==> config.mk <==
export PLATFORM = sky130hd
export DESIGN_NAME = seg_display_ctrl
export DESIGN_NICKNAME = d
export VERILOG_FILES = /design/src/rtl/seg_pkg.sv /design/src/rtl/seg_digit_decoder.sv /design/src/rtl/seg_display_ctrl.sv
export SDC_FILE = /design/constraint.sdc
export NUM_CORES = 1
export LEC_CHECK = 0
export CAP_MARGIN = 40
export CELL_PAD_IN_SITES_DETAIL_PLACEMENT = 1
export CELL_PAD_IN_SITES_GLOBAL_PLACEMENT = 1
export CORE_AREA = 2 2 98 123
export DETAILED_ROUTE_END_ITERATION = 6
export DIE_AREA = 0 0 100 125
export DONT_BUFFER_PORTS = 1
export GPL_ROUTABILITY_DRIVEN = 0
export GPL_TIMING_DRIVEN = 0
export PLACE_DENSITY = 0.74
export RECOVER_POWER = 25
export SKIP_CTS_REPAIR_TIMING = 1
export SYNTH_ARGS = -nofsm -noshare
export SYNTH_HDL_FRONTEND = slang
export SYNTH_SLANG_ARGS = --single-unit
==> constraint.sdc <==
create_clock -name clk -period 2.32 [get_ports clk]
set_input_delay 0.232 -clock clk [delete_from_list [all_inputs] [get_ports clk]]
set_output_delay 0.232 -clock clk [all_outputs]
set_load 0.02 [all_outputs]
==> src/rtl/seg_pkg.sv <==
// rtl/seg_pkg.sv - shared types and active-low segment constants for the HEX display path
package seg_pkg;

  typedef enum logic [1:0] {
    IDLE  = 2'd0,
    SHIFT = 2'd1,
    LATCH = 2'd2
  } state_e;

  localparam logic [6:0] SEG_BLANK = 7'h7F;
  localparam logic [6:0] SEG_DASH  = 7'h3F;

  // Index 0..9 are digit glyphs (GFEDCBA, active-low); 10..15 decode to blank.
  localparam logic [15:0][6:0] SEG_TABLE = {
    {6{SEG_BLANK}},
    7'h18, 7'h00, 7'h78, 7'h02, 7'h12,
    7'h19, 7'h30, 7'h24, 7'h79, 7'h40
  };

endpackage

==> src/rtl/seg_digit_decoder.sv <==
// rtl/seg_digit_decoder.sv - one BCD nibble to an active-low seven-segment code
module seg_digit_decoder
  import seg_pkg::*;
(
  input  logic [3:0] bcd_i,
  input  logic       blank_i,
  output logic [6:0] seg_o
);

  assign seg_o = blank_i ? SEG_BLANK : SEG_TABLE[bcd_i];

endmodule

==> src/rtl/seg_display_ctrl.sv <==
// rtl/seg_display_ctrl.sv - iterative double-dabble binary-to-BCD converter driving four HEX digits
module seg_display_ctrl
  import seg_pkg::*;
#(
  parameter int WIDTH     = 14,
  parameter int MAX_VALUE = 9999
) (
  input  logic             clk,
  input  logic             reset,
  input  logic             in_valid,
  output logic             in_ready,
  input  logic [WIDTH-1:0] in_value,
  input  logic             blank_lz,
  output logic             busy,
  output logic             done,
  output logic [6:0]       HEX3,
  output logic [6:0]       HEX2,
  output logic [6:0]       HEX1,
  output logic [6:0]       HEX0
);

  localparam int SW = 16 + WIDTH;
  localparam int CW = $clog2(WIDTH + 1);
  localparam logic [WIDTH-1:0] MAX_V = WIDTH'(MAX_VALUE);
  localparam logic [CW-1:0]    LAST  = CW'(WIDTH - 1);

  state_e           state_q, state_d;
  logic [SW-1:0]    shift_q, shift_d, adj;
  logic [CW-1:0]    cnt_q, cnt_d;
  logic             blz_q, blz_d;
  logic             over_q, over_d;
  logic             done_q, done_d;
  logic [3:0][6:0]  hex_q, hex_d;
  logic [3:0][6:0]  dec_seg;
  logic [3:0][3:0]  bcd;
  logic [3:0]       blank;

  always_ff @(posedge clk) begin
    if (reset) begin
      state_q <= IDLE;
      shift_q <= '0;
      cnt_q   <= '0;
      blz_q   <= 1'b0;
      over_q  <= 1'b0;
      done_q  <= 1'b0;
      hex_q   <= {4{SEG_BLANK}};
    end else begin
      state_q <= state_d;
      shift_q <= shift_d;
      cnt_q   <= cnt_d;
      blz_q   <= blz_d;
      over_q  <= over_d;
      done_q  <= done_d;
      hex_q   <= hex_d;
    end
  end

  always_comb begin
    state_d = state_q;
    shift_d = shift_q;
    cnt_d   = cnt_q;
    blz_d   = blz_q;
    over_d  = over_q;
    done_d  = 1'b0;
    hex_d   = hex_q;
    adj     = shift_q;
    for (int k = 0; k < 4; k++) begin
      if (adj[WIDTH+4*k +: 4] >= 4'd5) adj[WIDTH+4*k +: 4] = adj[WIDTH+4*k +: 4] + 4'd3;
    end
    unique case (state_q)
      IDLE: begin
        if (in_valid) begin
          shift_d = {{16{1'b0}}, in_value};
          cnt_d   = '0;
          blz_d   = blank_lz;
          over_d  = in_value > MAX_V;
          state_d = (in_value > MAX_V) ? LATCH : SHIFT;
        end
      end
      SHIFT: begin
        shift_d = adj << 1;
        cnt_d   = cnt_q + 1'b1;
        if (cnt_q == LAST) state_d = LATCH;
      end
      LATCH: begin
        hex_d   = over_q ? {4{SEG_DASH}} : dec_seg;
        done_d  = 1'b1;
        state_d = IDLE;
      end
      default: state_d = IDLE;
    endcase
  end

  // Blanking cascades from the top digit; the units digit always shows.
  always_comb begin
    for (int k = 0; k < 4; k++) bcd[k] = shift_q[WIDTH+4*k +: 4];
    blank[3] = blz_q && (bcd[3] == 4'd0);
    blank[2] = blank[3] && (bcd[2] == 4'd0);
    blank[1] = blank[2] && (bcd[1] == 4'd0);
    blank[0] = 1'b0;
  end

  for (genvar g = 0; g < 4; g++) begin : g_dec
    seg_digit_decoder u_dec (
      .bcd_i   (bcd[g]),
      .blank_i (blank[g]),
      .seg_o   (dec_seg[g])
    );
  end

  assign in_ready = (state_q == IDLE);
  assign busy     = (state_q != IDLE);
  assign done     = done_q;
  assign HEX3     = hex_q[3];
  assign HEX2     = hex_q[2];
  assign HEX1     = hex_q[1];
  assign HEX0     = hex_q[0];

endmodule
# ---- After elaboration in Yosys (flattened, before gate mapping)
# Memory sizes are Yosys's and may differ from the RTL's. A register that Yosys moved wholly into a read port is not among the register bits.
# Cells that the tools add are included.
dict set report word_totals {
  ram_bits 0
  reg_bits 67
  mem_bits_ro 448
  n_memories 4
  in_bits 18
  latchBits 0
  out_inout_bits 31
}
dict set report op_classes {
  n_mul 0
  reduce_logical 12
  n_shift 0
  n_mux 29
  add_sub_neg 5
  n_eq_ne 5
  n_bitwise 0
  order_cmp 9
  div_mod_pow 0
}
# memory words word_bits rd rd_clocked_by_memory_dff write_ports line
set memory_table {}
lappend memory_table {{(no name shown)} 16 7 1 1 0 seg_digit_decoder.sv:10} ;# assign seg_o = blank_i ? SEG_BLANK : SEG_TABLE[bcd_i];
lappend memory_table {{(no name shown)} 16 7 1 1 0 seg_digit_decoder.sv:10}
lappend memory_table {{(no name shown)} 16 7 1 1 0 seg_digit_decoder.sv:10}
lappend memory_table {{(no name shown)} 16 7 1 1 0 seg_digit_decoder.sv:10}
# cell n
set op_table {}
lappend op_table {{one-hot mux 30 bit (2 select lines)} 1}
lappend op_table {{2-to-1 mux 7 bit} 7}
lappend op_table {{2-to-1 mux 4 bit} 12}
lappend op_table {{2-to-1 mux 30 bit} 1}
lappend op_table {{2-to-1 mux 28 bit} 1}
lappend op_table {{< comparator 4 x 5 -> 1 bit, second input constant} 4}
lappend op_table {{greater-or-equal comparator 4 x 3 -> 1 bit, second input constant} 4}
lappend op_table {{> comparator 14 bit, second input constant} 1}
lappend op_table {{adder 4 x 2 -> 4 bit, second input constant} 3}
lappend op_table {{logical NOT 4 bit} 3}
lappend op_table {{one-hot mux 4 bit (2 select lines)} 1}
lappend op_table {{2-to-1 mux 2 bit} 3}
lappend op_table {{AND reduction 2 bit} 3}
lappend op_table {{adder 4 x 1 -> 4 bit, second input constant} 1}
lappend op_table {{== test 4 bit, second input constant} 1}
lappend op_table {{inequality test 2 bit, second input constant} 2}
lappend op_table {{one-hot mux 2 bit (2 select lines)} 1}
lappend op_table {{nonzero test 2 bit} 2}
lappend op_table {{adder 3 x 2 -> 3 bit, second input constant} 1}
lappend op_table {{logical AND 1 bit} 3}
lappend op_table {{2-to-1 mux 3 bit} 1}
lappend op_table {{== test 2 x 1 -> 1 bit, second input constant} 1}
lappend op_table {{== test 2 bit, second input constant} 1}
lappend op_table {{logical NOT 2 bit} 1}
lappend op_table {{2-to-1 mux 1 bit} 1}

# ---- Depth between registers and ports, before layout
# Gate-level depths: netlist of the first run.
dict set report depth {
  word_depth 6
  ltp_mapped 11
  mapped_depth_nobuf 11
}

# ---- Modules after synthesis
# From an unflattened synthesis of the first run, not the netlist that was laid out.
dict set report hier_totals {
  hier_cells 520
  hier_area_um2 4037.6
}
# module area_per_inst_um2 cells_each instances
set by_module_without_submodules {}
lappend by_module_without_submodules {seg_display_ctrl 3091.7 376 1}
lappend by_module_without_submodules {seg_digit_decoder 236.5 36 4}

# ---- Worst setup path after synthesis of the first run
# OpenSTA, ideal clock, no wires.
dict set report synth_timing {
  path_type {reg-to-reg}
  startpoint {reg shift_q[15]}
  endpoint {reg g_dec[0].u_dec.seg_o[0] (netlist name)}
  setup_time_ps 134
  stages_incl_launch_ff 11
  setup_slack_ps 1
  arrival_ps 2184
  required_time_ps 2186
  period_less_slack_ps 2319
  cell_sequence {dfxtp_1 inv_1 ha_1 nand2b_1 a2111oi_2 nor3_4 nor2_1 inv_1 ha_1 nor4_1 a211oi_1}
}
# item line
set synth_lines {}
lappend synth_lines {{start, declared} seg_display_ctrl.sv:28} ;# logic [SW-1:0] shift_q, shift_d, adj;
lappend synth_lines {{start signal, assigned} seg_display_ctrl.sv:49} ;# shift_q <= shift_d;

==> impl_summary.txt, run 1 <==
----------------------------------------------------
[Cells and area]
  Final #Nets ... 615
  Area delta synth->final ... 18.7%
  Finished layout cell area ... 0.00578 mm^2
  Fin util ... 50.5%
  Ratio of cells with drive above 1 in the final layout ... 24.3%
  Diode insertion count for antenna repair ... 0

[Clock network]
  Worst skew pair latency ... 340 ps
  TritonCTS Buffers ... 9
  Number of buffers on the longest clock path ... 2
  Clock tree from TritonCTS ... built
  Total number of clock tree sinks ... 95
  Depth of the CTS H-tree ... 3
  Cell at the root of the clock tree ... sky130_fd_sc_hd__clkbuf_16
  Worst-path clk slew ... 70 ps

[Global routing]
  Vias in the first global route ... 4317
  Global-route usage over all layers ... 22.1%
  First-pass GRT wire length ... 22100 um
  Number of antenna violations at the first check in global routing ... 0
  Pin count of the biggest net entering global routing ... 18
  Total grt overflow ... 0

[Power]
  Pwr dens ... 662 mW/mm^2
  Static Leak ... 2.22 nW
  IR drop worst, VDD ... 0.319 mV

[Die]
  Placeable core region ... 0.0115 mm^2
  Initial Util ... 42.5%
  I/O pins ... 49
  Area enclosed by the die boundary ... 0.0125 mm^2
  Die X ... 100 um
  Total number of placement rows ... 44
  Die outline height ... 125 um

[Synthesis]
  Synthesized area ... 0.00487 mm^2
  Number of enable flip-flop cells after synthesis ... 0
  Syn Inst Count ... 538
  #FFs+latches synth ... 95
  Biggest area contributors in the synthesized netlist ... sky130_fd_sc_hd__dfxtp_1 39%, sky130_fd_sc_hd__ha_1 8.5%, sky130_fd_sc_hd__nand2_1 5.9%
  Average size of a mapped cell ... 9.05 um^2
  Yosys top cell by area ... sky130_fd_sc_hd__dfxtp_1
  Sequential area share after synthesis ... 39.1%
  Most instantiated cells after synthesis ... 95 x sky130_fd_sc_hd__dfxtp_1, 76 x sky130_fd_sc_hd__nand2_1, 48 x sky130_fd_sc_hd__nor2_1
  Area share of the largest cell type after synthesis ... 39.1%
  Top-count cell post-synth ... sky130_fd_sc_hd__dfxtp_1
  Share of flip-flops with an asynchronous set or reset ... 0%
  Library cells used by synthesis ... 82
  Most used flip-flop cell after synthesis ... sky130_fd_sc_hd__dfxtp_1
  Number of warnings reported in the yosys synthesis log ... 0
  Post-Syn Nets ... 589

[Route]
  Post-DRT Antenna Nets ... 0
  Post-route DRC violation count ... 0
  Wirelength per Cell ... 20.0 um
  Total wirelength of the detailed-routed design ... 14200 um
  Detailed router's first-iteration violation count ... 143
  Overall via count from detail_route ... 4183
  Via density per instance ... 5.92
  Count of TritonRoute iterations in the first routing pass ... 4

[STA]
  Slew @ Worst Pin ... 741 ps
  Sum of negative setup slack ... 0 ps
  Final setup violation count ... 0
  Unrepaired setup endpoints after global routing ... true
  Number of failing hold endpoints at the final stage ... 0
  Fin. max-slew vios ... 0
  Headroom to the max-slew limit ... 49.3%
  Setup clock skew after layout ... 7.47 ps
  Fmax achieved ... 435 MHz
  Final worst path period need ... 2300 ps
  Fin crit share ... 99.2%
  Hold WS ... 33.7 ps

[Critical path]
  Crit path DAT ... 2550 ps
  Most repeated library cell on the critical path ... sky130_fd_sc_hd__inv_2
  Ordered cell list for the critical path ... inv_2 > ha_1 > nand2b_4 > or4b_4 > a21oi_4 > inv_2 > ha_2 > o21a_1 > a221oi_2
  Sort of element at the end of the critical path ... flip-flop
  Crit Path Max Fanout ... 6
  Startpoint class of the critical path ... flip-flop
  Peak per-stage delay on the critical path ... 500 ps
  Startpoint-to-endpoint class of the critical path ... flip-flop to flip-flop
  Required time of the critical path ... 2570 ps
  Slowest-stage cell, CP ... sky130_fd_sc_hd__or4b_4

[Place]
  Number of buffers added on ports ... 0
  Placed wire-length estimate ... 9720 um
  Total cell area at the placement stage ... 0.00504 mm^2

[Min path]
  Worst hold-check path type ... input pin to flip-flop

[Run]
  Max-cap check violation count ... 0

[Outcome]
  Result of the run ... finished, final reports clean

----------------------------------------------------
[placed cells by master (no fill, tap or decap), types with 12 or more instances in the layout]
cell type / synthesis / final
sky130_fd_sc_hd__nand2_1: 76 / 75
sky130_fd_sc_hd__o22ai_1: 25 / 25
sky130_fd_sc_hd__dfxtp_1: 95 / 87
sky130_fd_sc_hd__nor2_1: 48 / 45
sky130_fd_sc_hd__buf_4: 1 / 20
sky130_fd_sc_hd__a21oi_1: 18 / 14
sky130_fd_sc_hd__ha_1: 33 / 24
sky130_fd_sc_hd__inv_2: 2 / 12
sky130_fd_sc_hd__a311oi_1: 17 / 16
sky130_fd_sc_hd__inv_1: 24 / 14
[layer usage]
metal  track usage [%]  vias to the layer above  part of all wire, %
li1                  -                     2009                    -
met1              26.7                     2067                   43
met2              39.4                       84                   52
met3              4.42                       23                  3.4
met4              6.04                        0                  1.9
met5                 0                        -                    0
[worst max-delay path: cells and delay by family (launching register included)]
family,cells,cell delay (ps)
DFF,1,350
and+or+nand+nor,2,660
AOI/OAI and AO/OA,3,690
buffers and inverters,2,180
adders and majority gates,2,340
[stage by stage]
| stage | cells | worst slack [ps] | total power, mW |
|---|---|---|---|
| finish | 707 | 18.8 | 3.83 |
| floorplan | 538 | 1.23 | 2.09 |
| global placement | 676 | -717 | 2.18 |
| CTS | 692 | -450 | 3.83 |
| detailed placement | 676 | -741 | 2.20 |
| global route | 707 | -90.8 | 3.98 |
[final timing paths]
check / from / end / slack, ps / cells past startpoint
min reg2reg: flip-flop / HEX2[5] / 440 / 2
max: shift_q[15] / flip-flop / 20 / 9
max reg2reg: shift_q[15] / flip-flop / 20 / 9
min: blank_lz / blz_q / 30 / 2
[cells by family after synthesis]
logic type                 share of synthesized area (%)
AOI/OAI and AO/OA                                   24.5
muxes                                               2.06
DFF                                                 39.1
buffers and inverters                               6.22
adders and majority gates                           8.48
xor gates and xnor gates                           0.540
and+or+nand+nor                                     19.1
[cell type report]
cell class,instances,area [um^2]
clock inverters,7,101
clock buffers,9,225
fillers,1276,5670
inverters,27,104
flip-flops and latches,95,1920
multi-input cells,379,2910
well taps,138,173
repair buffers,16,120
plain buffers,36,219
[power breakdown]
| group | switching [mW] | internal, mW | leakage [nW] |
|---|---|---|---|
| Clock | 0.680 | 0.957 | 0.153 |
| Combinational | 0.250 | 0.143 | 1.29 |
| Sequential | 0.0944 | 1.70 | 0.779 |
(Power assumes the default switching activity.)
==> run 2: changes to the inputs <==
--- a/config.mk
+++ b/config.mk
@@ -5,12 +5,13 @@
 export SDC_FILE = /design/constraint.sdc
 export NUM_CORES = 1
 export LEC_CHECK = 0
+export ABC_AREA = 1
 export CAP_MARGIN = 40
 export CELL_PAD_IN_SITES_DETAIL_PLACEMENT = 1
 export CELL_PAD_IN_SITES_GLOBAL_PLACEMENT = 1
-export CORE_AREA = 2 2 98 123
+export CORE_AREA = 2 2 96 122
 export DETAILED_ROUTE_END_ITERATION = 6
-export DIE_AREA = 0 0 100 125
+export DIE_AREA = 0 0 98 124
 export DONT_BUFFER_PORTS = 1
 export GPL_ROUTABILITY_DRIVEN = 0
 export GPL_TIMING_DRIVEN = 0
==> impl_summary.txt, run 2 <==
----------------------------------------------------
[Outcome]
  Result of the run ... finished, final reports clean

[STA]
  Setup clock skew after layout ... 8.65 ps (+1.18 ps)
  Headroom to the max-slew limit ... 49.9% (+0.56 points)
  Final setup violation count ... 0 (unchanged)
  Fmax achieved ... 465 MHz (+7.0%)
  Final worst path period need ... 2150 ps (-151 ps)
  Sum of negative setup slack ... 0 ps (unchanged)
  Fin. max-slew vios ... 0 (unchanged)
  Number of failing hold endpoints at the final stage ... 0 (unchanged)
  Unrepaired setup endpoints after global routing ... false
  Final Worst Setup Slack ... 170 ps (+151 ps)
  Slew @ Worst Pin ... 749 ps (+8.03 ps)
  Fin crit share ... 92.7% (-6.5 points)

[Power]
  Switching power share of the total ... 26.5% (-0.30 points)
  Sequential fraction of design power ... 49.6% (+2.7 points)
  Pwr dens ... 714 mW/mm^2 (+7.8%)
  Overall power of the completed layout ... 3.62 mW (-5.3%)
  Part of the power in combinational logic ... 8.5% (-1.8 points)
  Clk network pwr share ... 41.9% (-0.9 points)
  Static Leak ... 2.45 nW (+9.9%)
  Cell internal pwr ... 2.66 mW (-4.9%)
  IR drop worst, VDD ... 0.375 mV (+18%)
  Switching power total ... 0.960 mW (-6.3%)

[Critical path]
  Crit path DAT ... 2390 ps (-160 ps)
  Worst reg-to-reg setup slack ... 170 ps (+150 ps)
  Sort of element at the end of the critical path ... flip-flop
  Required time of the critical path ... 2560 ps (about the same)
  Crit Path Max Fanout ... 5 (-1)
  Startpoint-to-endpoint class of the critical path ... flip-flop to flip-flop
  Startpoint class of the critical path ... flip-flop
  Critical R2R Launch ... shift_q[22]
  FF-to-FF path depth ... 12 (+3)

[Clock network]
  TritonCTS Buffers ... 9 (unchanged)
  Number of buffers on the longest clock path ... 2 (unchanged)
  Total number of clock tree sinks ... 95 (unchanged)
  Cell at the root of the clock tree ... sky130_fd_sc_hd__clkbuf_16
  Depth of the CTS H-tree ... 3 (unchanged)
  Clock tree from TritonCTS ... built
  Worst skew pair latency ... 340 ps (about the same)
  Worst-path clk slew ... 70 ps (about the same)

[Synthesis]
  #FFs+latches synth ... 95 (unchanged)
  Syn Inst Count ... 586 (+8.9%)
  Number of warnings reported in the yosys synthesis log ... 0 (unchanged)
  Sequential area share after synthesis ... 42.0% (+3.0 points)
  Post-Syn Nets ... 637 (+8.1%)
  Top-count cell post-synth ... sky130_fd_sc_hd__nand2_1
  Yosys top cell by area ... sky130_fd_sc_hd__dfxtp_1
  Library cells used by synthesis ... 36 (-56%)
  Number of enable flip-flop cells after synthesis ... 0 (unchanged)
  Biggest area contributors in the synthesized netlist ... sky130_fd_sc_hd__dfxtp_1 42%, sky130_fd_sc_hd__nand2_1 15%, sky130_fd_sc_hd__ha_1 9.1%
  Average size of a mapped cell ... 7.72 um^2 (-15%)
  Most used flip-flop cell after synthesis ... sky130_fd_sc_hd__dfxtp_1
  Area share of the largest cell type after synthesis ... 42.0% (+3.0 points)
  Share of flip-flops with an asynchronous set or reset ... 0% (unchanged)
  Synthesized area ... 0.00452 mm^2 (-7.1%)
  Most instantiated cells after synthesis ... 178 x sky130_fd_sc_hd__nand2_1, 95 x sky130_fd_sc_hd__dfxtp_1, 53 x sky130_fd_sc_hd__inv_1

[Die]
  Placeable core region ... 0.0109 mm^2 (-4.6%)
  Area enclosed by the die boundary ... 0.0122 mm^2 (-2.8%)
  I/O pins ... 49 (unchanged)
  Die outline height ... 124 um (-0.80%)
  Total number of placement rows ... 43 (-2.3%)
  Die X ... 98 um (-2.0%)
  Initial Util ... 41.4% (-1.1 points)

[Place]
  Placed wire-length estimate ... 8730 um (-10%)
  Post-placement setup slack ... -168 ps (+573 ps)
  Total cell area at the placement stage ... 0.00469 mm^2 (-6.9%)
  Number of buffers added on ports ... 0 (unchanged)

[Cells and area]
  Ratio of cells with drive above 1 in the final layout ... 14.0% (-10 points)
  Most frequent standard cell in the layout excluding fill and tap cells ... sky130_fd_sc_hd__nand2_1
  Final #Nets ... 652 (+6.0%)
  Area delta synth->final ... 12.3%
  Fill count ... 1372 (+7.5%)
  Fin util ... 46.5% (-4.0 points)
  Commonest cells after routing, fill and taps aside ... 172 x sky130_fd_sc_hd__nand2_1, 90 x sky130_fd_sc_hd__dfxtp_1, 50 x sky130_fd_sc_hd__inv_1
  Finished layout cell area ... 0.00508 mm^2 (-12%)
  Diode insertion count for antenna repair ... 0 (unchanged)

[Global routing]
  Met2 Usage GRT ... 36.0% (-3.3 points)
  Global routing met3 resource utilization ... 3.42% (-0.99 points)
  GR Layer Usage met1 ... 22.7% (-4.0 points)
  Pin count of the biggest net entering global routing ... 18 (unchanged)
  First-pass GRT wire length ... 19100 um (-14%)
  Global-route usage over all layers ... 19.5% (-2.5 points)
  Vias in the first global route ... 4018 (-6.9%)
  Routing layer with the top usage in global route ... met2
  Number of antenna violations at the first check in global routing ... 0 (unchanged)
  Total grt overflow ... 0 (unchanged)

[Min path]
  Min-Delay Endpoint ... blz_q
  Startpoint of the worst hold path ... blank_lz
  Cell count of the worst hold path ... 2 (unchanged)
  Worst hold-check path type ... input pin to flip-flop

[Route]
  Overall via count from detail_route ... 3806 (-9.0%)
  Total wirelength of the detailed-routed design ... 11500 um (-19%)
  Wirelength per Cell ... 15.5 um (-23%)
  Detailed router's first-iteration violation count ... 99 (-31%)
  Post-DRT Antenna Nets ... 0 (unchanged)
  Post-route DRC violation count ... 0 (unchanged)
  Count of TritonRoute iterations in the first routing pass ... 4 (unchanged)
  Via density per instance ... 5.14 (-13%)

[Run]
  Max-cap check violation count ... 0 (unchanged)

----------------------------------------------------
[run 2: cell type report]
class	instances	area, um^2	area share, %
Buffer	20	110	2.17
Multi-Input combinational cell	412	2330	45.8
Tap cell	135	169	3.33
Inverter	59	225	4.44
Sequential cell	95	1910	37.6
Clock inverter	6	76.3	1.50
Timing Repair Buffer	4	30.0	0.591
Clock buffer	10	229	4.51
[run 2: metal layers]
layer,share of wire (%),vias to the layer above
li1,-,1949
met1,44,1786
met4,0.83,0
met2,51,63
met5,0,-
met3,3.8,8
[run 2: power by group through the flow]
stage / Combinational [mW] / Clock (mW) / Sequential [mW]
floorplan: 0.232 / 0 / 1.82
global placement: 0.299 / 0 / 1.83
detailed placement: 0.311 / 0 / 1.84
CTS: 0.313 / 1.56 / 1.80
global route: 0.353 / 1.62 / 1.80
finish: 0.309 / 1.52 / 1.80
[run 2: worst max path at each step]
stage | start | end | depth (start not counted)
after global placement | state_q[0] | flip-flop | 10
after global routing | shift_q[14] | flip-flop | 13
final | shift_q[22] | flip-flop | 12
after CTS | state_q[0] | flip-flop | 10
after floorplan | shift_q[18] | flip-flop | 15
after detailed placement | state_q[0] | flip-flop | 10
[run 2: kinds of logic (layout without fill, tap and decap cells)]
group | Yosys count | count (layout) | synth area share (%)
XOR/XNOR | 1 | 1 | 0.194
AO/OA/AOI/OAI | 91 | 91 | 13.1
AND/OR/NAND/NOR | 287 | 287 | 28.1
adder cells (fa/ha/maj) | 33 | 33 | 9.13
buffers and inverters | 79 | 99 | 7.41
flip-flops | 95 | 95 | 42.0
[run 2: worst max-delay path, cell delays in order, from the launching register on]
cell                       delay [ps]
sky130_fd_sc_hd__dfxtp_4          380
sky130_fd_sc_hd__inv_1             80
sky130_fd_sc_hd__ha_1             230
sky130_fd_sc_hd__inv_1             60
sky130_fd_sc_hd__nand2_1           90
sky130_fd_sc_hd__nand3_2          120
sky130_fd_sc_hd__nand3_2          120
sky130_fd_sc_hd__a21oi_4          210
sky130_fd_sc_hd__inv_1            110
sky130_fd_sc_hd__ha_1             280
sky130_fd_sc_hd__nand3b_1         200
sky130_fd_sc_hd__nand3_1          110
sky130_fd_sc_hd__nand2_1           50
[run 2: stage by stage]
step / hold WS (ps) / instances
3_5_place_dp: 390 / 721
3_3_place_gp: 381 / 721
4_1_cts: 36.5 / 737
5_1_grt: 38.3 / 741
6_report: 37.7 / 741
2_1_floorplan: 367 / 586
